### config.mk
export PLATFORM = sky130hd
export DESIGN_NAME = movement_cmd_rx
export DESIGN_NICKNAME = d
export VERILOG_FILES = /design/src/rtl/movement_cmd_pkg.sv /design/src/rtl/uart_rx_core.sv /design/src/rtl/movement_cmd_rx.sv
export SDC_FILE = /design/constraint.sdc
export NUM_CORES = 1
export LEC_CHECK = 0
export ABC_AREA = 1
export CAP_MARGIN = 20
export CORE_MARGIN = 2
export CORE_UTILIZATION = 58
export CTS_BUF_LIST = sky130_fd_sc_hd__clkbuf_8
export CTS_CLUSTER_SIZE = 14
export DETAILED_ROUTE_END_ITERATION = 10
export PLACE_DENSITY = 0.78
export SLEW_MARGIN = 40
export SYNTH_ARGS = -nofsm -noshare
export SYNTH_HDL_FRONTEND = slang
export SYNTH_SLANG_ARGS = --single-unit
### constraint.sdc
create_clock -name clk -period 1.9 [get_ports clk]
set_clock_uncertainty 0.15 [all_clocks]
set_input_delay 0.38 -clock clk [delete_from_list [all_inputs] [get_ports clk]]
set_output_delay 0.38 -clock clk [all_outputs]
set_load 0.02 [all_outputs]
### src/rtl/movement_cmd_pkg.sv
// Shared definitions for the movement command receiver: ASCII command codes,
// UART receiver states, one-hot motion encoding and the command decoder.
package movement_cmd_pkg;

    localparam logic [7:0] CMD_F_UC = 8'h46;
    localparam logic [7:0] CMD_F_LC = 8'h66;
    localparam logic [7:0] CMD_B_UC = 8'h42;
    localparam logic [7:0] CMD_B_LC = 8'h62;
    localparam logic [7:0] CMD_L_UC = 8'h4C;
    localparam logic [7:0] CMD_L_LC = 8'h6C;
    localparam logic [7:0] CMD_R_UC = 8'h52;
    localparam logic [7:0] CMD_R_LC = 8'h72;
    localparam logic [7:0] CMD_S_UC = 8'h53;
    localparam logic [7:0] CMD_S_LC = 8'h73;

    typedef enum logic [1:0] {
        RX_IDLE,
        RX_START,
        RX_DATA,
        RX_STOP
    } rx_state_e;

    // Bit order matches {fwd, bwd, left, right, stop}.
    typedef enum logic [4:0] {
        MOT_FWD   = 5'b10000,
        MOT_BWD   = 5'b01000,
        MOT_LEFT  = 5'b00100,
        MOT_RIGHT = 5'b00010,
        MOT_STOP  = 5'b00001
    } motion_e;

    typedef struct packed {
        logic    valid;
        motion_e motion;
    } cmd_decode_t;

    function automatic cmd_decode_t decode_cmd(input logic [7:0] b);
        cmd_decode_t r;
        r = '{valid: 1'b1, motion: MOT_STOP};
        case (b)
            CMD_F_UC, CMD_F_LC: r.motion = MOT_FWD;
            CMD_B_UC, CMD_B_LC: r.motion = MOT_BWD;
            CMD_L_UC, CMD_L_LC: r.motion = MOT_LEFT;
            CMD_R_UC, CMD_R_LC: r.motion = MOT_RIGHT;
            CMD_S_UC, CMD_S_LC: r.motion = MOT_STOP;
            default:            r.valid  = 1'b0;
        endcase
        return r;
    endfunction

endpackage

### src/rtl/uart_rx_core.sv
// 8N1 UART receiver: input synchroniser, baud counter and RX state machine.
// byte_valid / frame_err are single-cycle strobes in the stop-bit sample cycle.
module uart_rx_core
    import movement_cmd_pkg::*;
#(
    parameter int CLKS_PER_BIT = 5208
) (
    input  logic       clk,
    input  logic       rst_n,
    input  logic       rx_in,
    output logic [7:0] rx_byte,
    output logic       byte_valid,
    output logic       frame_err
);

    localparam int            CW        = $clog2(CLKS_PER_BIT);
    localparam logic [CW-1:0] HALF_LAST = CW'(CLKS_PER_BIT / 2 - 1);
    localparam logic [CW-1:0] BIT_LAST  = CW'(CLKS_PER_BIT - 1);

    logic          sync1_q, sync2_q, prev_q;
    rx_state_e     state_q, state_d;
    logic [CW-1:0] baud_q, baud_d;
    logic [2:0]    bit_idx_q, bit_idx_d;
    logic [7:0]    shift_q, shift_d;
    logic          stop_sample;

    // NOTE: every always_comb output gets a default first so no path can infer a latch.
    always_comb begin
        state_d   = state_q;
        baud_d    = baud_q + CW'(1);
        bit_idx_d = bit_idx_q;
        shift_d   = shift_q;
        case (state_q)
            RX_IDLE: begin
                baud_d = '0;
                if (prev_q && !sync2_q) state_d = RX_START;
            end
            RX_START: begin
                if (baud_q == HALF_LAST) begin
                    baud_d    = '0;
                    bit_idx_d = '0;
                    state_d   = sync2_q ? RX_IDLE : RX_DATA;
                end
            end
            RX_DATA: begin
                if (baud_q == BIT_LAST) begin
                    baud_d    = '0;
                    shift_d   = {sync2_q, shift_q[7:1]};
                    bit_idx_d = bit_idx_q + 3'd1;
                    if (bit_idx_q == 3'd7) state_d = RX_STOP;
                end
            end
            RX_STOP: begin
                if (baud_q == BIT_LAST) begin
                    baud_d  = '0;
                    state_d = RX_IDLE;
                end
            end
            default: state_d = RX_IDLE;
        endcase
    end

    // NOTE: sequential state uses non-blocking assignments so all flops update from pre-edge values.
    always_ff @(posedge clk or negedge rst_n) begin
        if (!rst_n) begin
            sync1_q   <= 1'b1;
            sync2_q   <= 1'b1;
            prev_q    <= 1'b1;
            state_q   <= RX_IDLE;
            baud_q    <= '0;
            bit_idx_q <= '0;
            shift_q   <= '0;
        end else begin
            sync1_q   <= rx_in;
            sync2_q   <= sync1_q;
            prev_q    <= sync2_q;
            state_q   <= state_d;
            baud_q    <= baud_d;
            bit_idx_q <= bit_idx_d;
            shift_q   <= shift_d;
        end
    end

    assign stop_sample = (state_q == RX_STOP) && (baud_q == BIT_LAST);
    assign rx_byte     = shift_q;
    assign byte_valid  = stop_sample && sync2_q;
    assign frame_err   = stop_sample && !sync2_q;

endmodule

### src/rtl/movement_cmd_rx.sv
// Movement command front-end: decodes UART command bytes into held one-hot
// motion levels, with a watchdog that forces stop when commands cease.
module movement_cmd_rx
    import movement_cmd_pkg::*;
#(
    parameter int CLKS_PER_BIT   = 5208,
    parameter int TIMEOUT_CYCLES = 25_000_000
) (
    input  logic clk,
    input  logic rst_n,
    input  logic rx_in,
    output logic fwd_out,
    output logic bwd_out,
    output logic left_out,
    output logic right_out,
    output logic stop_out,
    output logic cmd_valid,
    output logic frame_err,
    output logic timed_out
);

    localparam bit            WD_EN   = (TIMEOUT_CYCLES > 0);
    localparam int            WW      = WD_EN ? $clog2(TIMEOUT_CYCLES + 1) : 1;
    localparam logic [WW-1:0] WD_LAST = WD_EN ? WW'(TIMEOUT_CYCLES - 1) : '0;

    logic        [7:0] rx_byte;
    logic              byte_valid, byte_err;
    cmd_decode_t       dec;
    logic              cmd_hit, wd_expire;

    motion_e     motion_q, motion_d;
    logic [WW-1:0] wd_cnt_q, wd_cnt_d;
    logic        cmd_valid_q, cmd_valid_d;
    logic        frame_err_q, frame_err_d;
    logic        timed_out_q, timed_out_d;

    uart_rx_core #(
        .CLKS_PER_BIT(CLKS_PER_BIT)
    ) u_rx (
        .clk       (clk),
        .rst_n     (rst_n),
        .rx_in     (rx_in),
        .rx_byte   (rx_byte),
        .byte_valid(byte_valid),
        .frame_err (byte_err)
    );

    // A command arriving in the expiry cycle takes priority over the forced stop.
    always_comb begin
        dec         = decode_cmd(rx_byte);
        cmd_hit     = byte_valid && dec.valid;
        wd_expire   = WD_EN && (motion_q != MOT_STOP) && (wd_cnt_q == WD_LAST);
        motion_d    = motion_q;
        wd_cnt_d    = wd_cnt_q;
        timed_out_d = timed_out_q;
        cmd_valid_d = cmd_hit;
        frame_err_d = byte_err;
        if (cmd_hit) begin
            motion_d    = dec.motion;
            wd_cnt_d    = '0;
            timed_out_d = 1'b0;
        end else if (wd_expire) begin
            motion_d    = MOT_STOP;
            timed_out_d = 1'b1;
        end else if (WD_EN && motion_q != MOT_STOP) begin
            wd_cnt_d = wd_cnt_q + WW'(1);
        end
    end

    always_ff @(posedge clk or negedge rst_n) begin
        if (!rst_n) begin
            motion_q    <= MOT_STOP;
            wd_cnt_q    <= '0;
            cmd_valid_q <= 1'b0;
            frame_err_q <= 1'b0;
            timed_out_q <= 1'b0;
        end else begin
            motion_q    <= motion_d;
            wd_cnt_q    <= wd_cnt_d;
            cmd_valid_q <= cmd_valid_d;
            frame_err_q <= frame_err_d;
            timed_out_q <= timed_out_d;
        end
    end

    assign {fwd_out, bwd_out, left_out, right_out, stop_out} = motion_q;
    assign cmd_valid = cmd_valid_q;
    assign frame_err = frame_err_q;
    assign timed_out = timed_out_q;

endmodule

==> results.json, run 1 <==
{
  "status": "finished clean",
  "htree_levels": 3,
  "synthCells": 560,
  "antenna_found_initial": 0,
  "final_common_cell": "nand2_1",
  "wl_um": 9460,
  "whs_ns": 0.220,
  "p_int_mw": 2.21,
  "dieWidth_um": 85.5,
  "synth_nets": 571,
  "numCtsBuffers": 9,
  "synth_top_area_cell": "dfrtp_1",
  "rows": 29,
  "max_slew_margin_pct": 63.2,
  "p_comb_share_pct": 16.1,
  "hold_viol_final": 0,
  "cts_tree": "built",
  "startpoint_type": "flop",
  "place_inst": 669,
  "crit_path_end_kind": "primary output",
  "die_area_um2": 7310,
  "fmax_mhz": 533,
  "grt_max_degree": 24,
  "placed_cell_area_um2": 4270,
  "period_minus_slack_ns": 1.87,
  "cpPeakStageDelay_ns": 0.62,
  "cts_buffer_depth": 2,
  "worst-r2r-cell-count": 7,
  "p_per_area_nw_per_um2": 660,
  "cp.arrival_ns": 1.34,
  "seq_area_um2": 1560,
  "crit_type": "flop to primary output",
  "worst-path-buf-inv": 1,
  "grt_first_pass_wirelength_um": 15500,
  "dr.first_iter.drc_count": 240,
  "cp_max_fo": 3,
  "gr-total-overflow": 0,
  "globalplace.congestion": 0.937,
  "yosysSeqAreaShare_pct": 40.4,
  "slew_viol_final": 0,
  "synth_edf_count": 0,
  "vias": 3734,
  "crit_slowest_cell": "clkdlybuf4s50_1",
  "path_clk_slew_ns": 0.07,
  "drtPass1Iterations": 6,
  "layoutNonFillerInstCount": 691,
  "die_h_um": 85.5,
  "clock_sinks": 62,
  "synth_async_sr_flop_share_pct": 100,
  "coreArea_um2": 6390,
  "worstPathRequired_ns": 1.37,
  "tns_ns": 0,
  "netlist_area_um2": 3850,
  "netSwitchingPower_uw": 887,
  "crit_cells": 1,
  "synth.distinct_cells": 30,
  "p_leak_nw": 2.21,
  "peakVddDrop_v": 0.000970,
  "utilization_pct": 73.4,
  "period_share_pct": 98.7,
  "nFillCells": 486,
  "diodes": 0,
  "io_buffers": 10,
  "fin_area_um2": 4690,
  "yosysWarnings": 0,
  "drc": 0,
  "place_hpwl_um": 6660,
  "clkPwrFrac_pct": 38.0,
  "grt_pass1_vias": 3545,
  "start_util_pct": 60.3,
  "synthTopCellsByArea": "dfrtp_1 (38%), nand2_1 (19%), nor2_1 (10%), nand3_1 (7.0%), inv_1 (5.4%)",
  "syn_avg_cell_area_um2": 6.88,
  "grt_usage_pct": 26.6,
  "area_growth_pct": 21.7,
  "pwr-share-seq_pct": 45.9,
  "final_antenna_net_count": 0,
  "rrSetupSlack_ns": 0.08,
  "synth-seq-cells": 62,
  "via_per_inst": 5.40,
  "switching_share_pct": 28.7,
  "path_cells": "clkdlybuf4s50_1",
  "multi_input_area_um2": 2120,
  "fin_nets": 620,
  "setup_viol": 0,
  "maxCapViolCount": 0,
  "synth_top_area_share_pct": 37.7,
  "wire_per_inst_um": 13.7,
  "holdPathStages": 0,
  "worstMarginPinSlew_ns": 0.552,
  "top_level_ports": 11,
  "synthFlopType": "dfrtp_1",
  "final_cell_mix": "nand2_1 (185), nor2_1 (96), dfrtp_1 (56)",
  "root_buffer": "clkbuf_8",
  "hp-class": "flop to flop",
  "insertion_delay_ns": 0.34,
  "drive_gt1_share_pct": 15.3,
  "crit_family": "buffers and inverters"
}
[state kept, by name, indices dropped and copies added (netlist names), named ones only]
| name | flops |
|---|---|
| u_rx.sync2_q | 1 |
| u_rx.rx_byte | 8 |
| u_rx.state_q | 1 |
| u_rx.sync1_q | 1 |
| cmd_valid | 1 |
| motion_q | 5 |
| timed_out | 1 |
| u_rx.prev_q | 1 |
| wd_cnt_q | 25 |
| frame_err | 1 |
| u_rx.baud_q | 13 |
| u_rx.bit_idx_q | 3 |
[metal layers]
layer	part of all wire (%)	wire length (µm)	global-route usage, %
met4	2.0	193	9.38
met5	0	0	0
met1	43	4070	33.1
met3	3.9	372	4.81
met2	51	4820	46.4
[per-stage QoR]
stage | worst slack [ns] | total power [mW]
finish | 0.0255 | 3.09
global route | -0.0228 | 3.25
CTS | -0.0167 | 3.08
detailed placement | -0.0112 | 1.92
global placement | 0.0582 | 1.90
floorplan | 0.0133 | 1.72
[repair_timing]
item,in CTS,in global routing
setup buffers,0,3
hold buffers,1,0
pin swaps,1,10
setup endpoints to repair,21,49
endpoints found under the hold margin,15,0
resized for setup,2,42
gates cloned,0,2
[layout make-up]
| cell class | instances | area share [%] |
|---|---|---|
| Timing Repair Buffer | 48 | 10.5 |
| Sequential cell | 62 | 33.3 |
| Multi-Input combinational cell | 430 | 45.3 |
| Clock inverter | 6 | 1.31 |
| Clock buffer | 10 | 2.94 |
| Tap cell | 77 | 2.06 |
| Inverter | 58 | 4.64 |
[path summary, 6_finish.rpt]
path	startpoint	to
worst min-delay path	u_rx.sync1_q	u_rx.sync2_q
worst max register to register	wd_cnt_q[6]	wd_cnt_q[11]
worst max-delay path	motion_q[3]	bwd_out
worst min register to register	u_rx.sync1_q	u_rx.sync2_q
max in group asynchronous	rst_n	wd_cnt_q[6]
min in group asynchronous	rst_n	wd_cnt_q[11]
[synthesized netlist by cell type (all sizes together), types with 2 or more instances]
cell and instances:
nand4 7, xnor2 4, o21ai 20, mux2 2
xor2 14, nand3b 2, nand2 192, buf 7
o21bai 2, nor3 12, nand3 56, a21oi 3
ha 8, dfstp 4, dfrtp 58, nor2 105
clkbuf 3, inv 58
[cells by family (layout without fill, tap and decap cells)]
family	after synthesis	count (layout)	synth area share, %
buf+inv	68	122	7.31
compound gates	27	27	4.06
mux	2	2	0.585
simple gates	375	375	41.0
flops	62	62	40.4
xor+xnor	18	18	4.09
fa+ha+maj	8	8	2.60
[power groups by stage]
stage | sequential [mW] | clock (mW) | combinational, mW
after floorplan | 1.43 | 0 | 0.292
after global placement | 1.44 | 0 | 0.463
after detailed placement | 1.44 | 0 | 0.474
after CTS | 1.42 | 1.19 | 0.476
after global routing | 1.43 | 1.25 | 0.568
final | 1.42 | 1.18 | 0.497
(Power assumes the default switching activity.)
==> run 2: changes to the inputs <==
--- a/config.mk
+++ b/config.mk
@@ -13,7 +13,6 @@
 export CTS_CLUSTER_SIZE = 14
 export DETAILED_ROUTE_END_ITERATION = 10
 export PLACE_DENSITY = 0.78
-export SLEW_MARGIN = 40
 export SYNTH_ARGS = -nofsm -noshare
 export SYNTH_HDL_FRONTEND = slang
 export SYNTH_SLANG_ARGS = --single-unit
==> results of run 2 <==
No change in the layout: final DEF, timing and power equal those of run 1.
==> run 3: changes to the inputs <==
--- a/config.mk
+++ b/config.mk
@@ -7,12 +7,13 @@
 export LEC_CHECK = 0
 export ABC_AREA = 1
 export CAP_MARGIN = 20
-export CORE_MARGIN = 2
+export CORE_MARGIN = 5
 export CORE_UTILIZATION = 58
 export CTS_BUF_LIST = sky130_fd_sc_hd__clkbuf_8
 export CTS_CLUSTER_SIZE = 14
 export DETAILED_ROUTE_END_ITERATION = 10
 export PLACE_DENSITY = 0.78
+export RECOVER_POWER = 25
 export SYNTH_ARGS = -nofsm -noshare
 export SYNTH_HDL_FRONTEND = slang
 export SYNTH_SLANG_ARGS = --single-unit
==> results.json, run 3 (same netlist as run 1, synthesis figures left out) <==
{
  "diodes": 0,
  "place_hpwl_um": 6600,
  "drc": 0,
  "grt_pass1_vias": 3639,
  "power_mw": 3.08,
  "rrSetupSlack_ns": 0.09,
  "numCtsBuffers": 9,
  "p_int_mw": 2.22,
  "io_buffers": 10,
  "via_per_inst": 5.31,
  "largest_reg_flops": 25,
  "hp-class": "flop to flop",
  "layoutNonFillerInstCount": 689,
  "path_clk_slew_ns": 0.07,
  "htree_levels": 3,
  "top_level_ports": 11,
  "vias": 3656,
  "final_cell_mix": "nand2_1 (187), nor2_1 (98), dfrtp_1 (58)",
  "worstPathRequired_ns": 1.37,
  "wl_um": 9060,
  "cp_max_fo": 3,
  "drtPass1Iterations": 5,
  "rsz0062_at_grt": "yes",
  "whs_ns": 0.205,
  "antenna_found_initial": 0,
  "die_h_um": 91.5,
  "worst-r2r-cell-count": 11,
  "fin_area_um2": 4550,
  "setup_viol": 0,
  "startpoint_type": "flop",
  "coreArea_um2": 6420,
  "status": "finished clean",
  "root_buffer": "clkbuf_8",
  "cpPeakStageDelay_ns": 0.61,
  "clock_sinks": 62,
  "cts_buffer_depth": 2,
  "start_util_pct": 60.0,
  "worstMarginPinSlew_ns": 0.949,
  "max_slew_margin_pct": 36.7,
  "dr.first_iter.drc_count": 183,
  "cp.arrival_ns": 1.32,
  "clkPwrFrac_pct": 38.5,
  "grt_first_pass_wirelength_um": 15900,
  "largest-register": "wd_cnt_q",
  "gr-total-overflow": 0,
  "final_antenna_net_count": 0,
  "final_common_cell": "nand2_1",
  "grt_usage_pct": 23.4,
  "crit_type": "flop to primary output",
  "dieWidth_um": 91.5,
  "crit_family": "buffers and inverters",
  "hold_viol_final": 0,
  "die_area_um2": 8370,
  "dp_slack_ns": -0.0111,
  "startpoint": "motion_q[3]",
  "insertion_delay_ns": 0.35,
  "period_share_pct": 97.2,
  "slew_viol_final": 0,
  "crit_slowest_cell": "clkdlybuf4s50_1",
  "period_minus_slack_ns": 1.85,
  "rows": 29,
  "place_inst": 671,
  "peakVddDrop_v": 0.000746,
  "fin_nets": 618,
  "cts_tree": "built",
  "netSwitchingPower_uw": 857,
  "fin_ws_ns": 0.0539,
  "globalplace.congestion": 0.952,
  "area_growth_pct": 18.2,
  "p_leak_nw": 2.17,
  "grt_max_degree": 40,
  "drive_gt1_share_pct": 12.6,
  "worst-path-buf-inv": 1,
  "fmax_mhz": 542,
  "placed_cell_area_um2": 4300,
  "p_comb_share_pct": 15.5,
  "maxCapViolCount": 0,
  "wire_per_inst_um": 13.1,
  "endpoint": "bwd_out",
  "p_per_area_nw_per_um2": 677,
  "path_cells": "clkdlybuf4s50_1",
  "crit-reg2reg-launch": "u_rx.baud_q[0]",
  "tns_ns": 0,
  "crit_path_end_kind": "primary output",
  "utilization_pct": 70.9,
  "r2r_end": "wd_cnt_q[5]",
  "pwr-share-seq_pct": 45.9,
  "crit_cells": 1,
  "switching_share_pct": 27.8
}
## run 3: worst min path at each step
| stage | startpoint | end | slack [ns] | cells past startpoint |
|---|---|---|---|---|
| CTS | u_rx.sync1_q | u_rx.sync2_q | 0.21 | 0 |
| global route | u_rx.sync1_q | u_rx.sync2_q | 0.21 | 0 |
| finish | u_rx.sync1_q | u_rx.sync2_q | 0.20 | 0 |
| floorplan | rst_n | async pin | -0.07 | 0 |
| global placement | u_rx.sync1_q | u_rx.sync2_q | 0.20 | 0 |
| detailed placement | u_rx.sync1_q | u_rx.sync2_q | 0.20 | 0 |
## run 3: power by group through the flow
stage | Clock, mW | Sequential, mW | Combinational [mW]
2_1_floorplan | 0 | 1.43 | 0.292
3_3_place_gp | 0 | 1.44 | 0.461
3_5_place_dp | 0 | 1.44 | 0.473
4_1_cts | 1.21 | 1.41 | 0.478
5_1_grt | 1.28 | 1.42 | 0.543
6_report | 1.19 | 1.42 | 0.478
## run 3: cell type report
cell class | instances | area [µm²]
Inverter | 58 | 218
Fill cell | 522 | 1870
Clock inverter | 5 | 50.0
Multi-Input combinational cell | 430 | 2070
Tap cell | 77 | 96.3
Sequential cell | 62 | 1560
Timing Repair Buffer | 46 | 405
Clock buffer | 11 | 151
## run 3: layer usage
metal	GRT usage [%]	share of wire [%]	vias to the layer above
li1	-	-	1846
met1	28.8	43	1703
met2	39.9	50	94
met3	3.80	4.4	13
met4	11.6	1.8	0
met5	0	0	-
## run 3: repair_timing
action | in CTS | in global routing
hold endpoints to repair | 58 | 0
pin swaps | 0 | 2
gates resized for setup | 2 | 18
gates cloned | 0 | 0
setup endpoints to repair | 16 | 34
buffers inserted | 0 | 1
hold buffers | 1 | 0
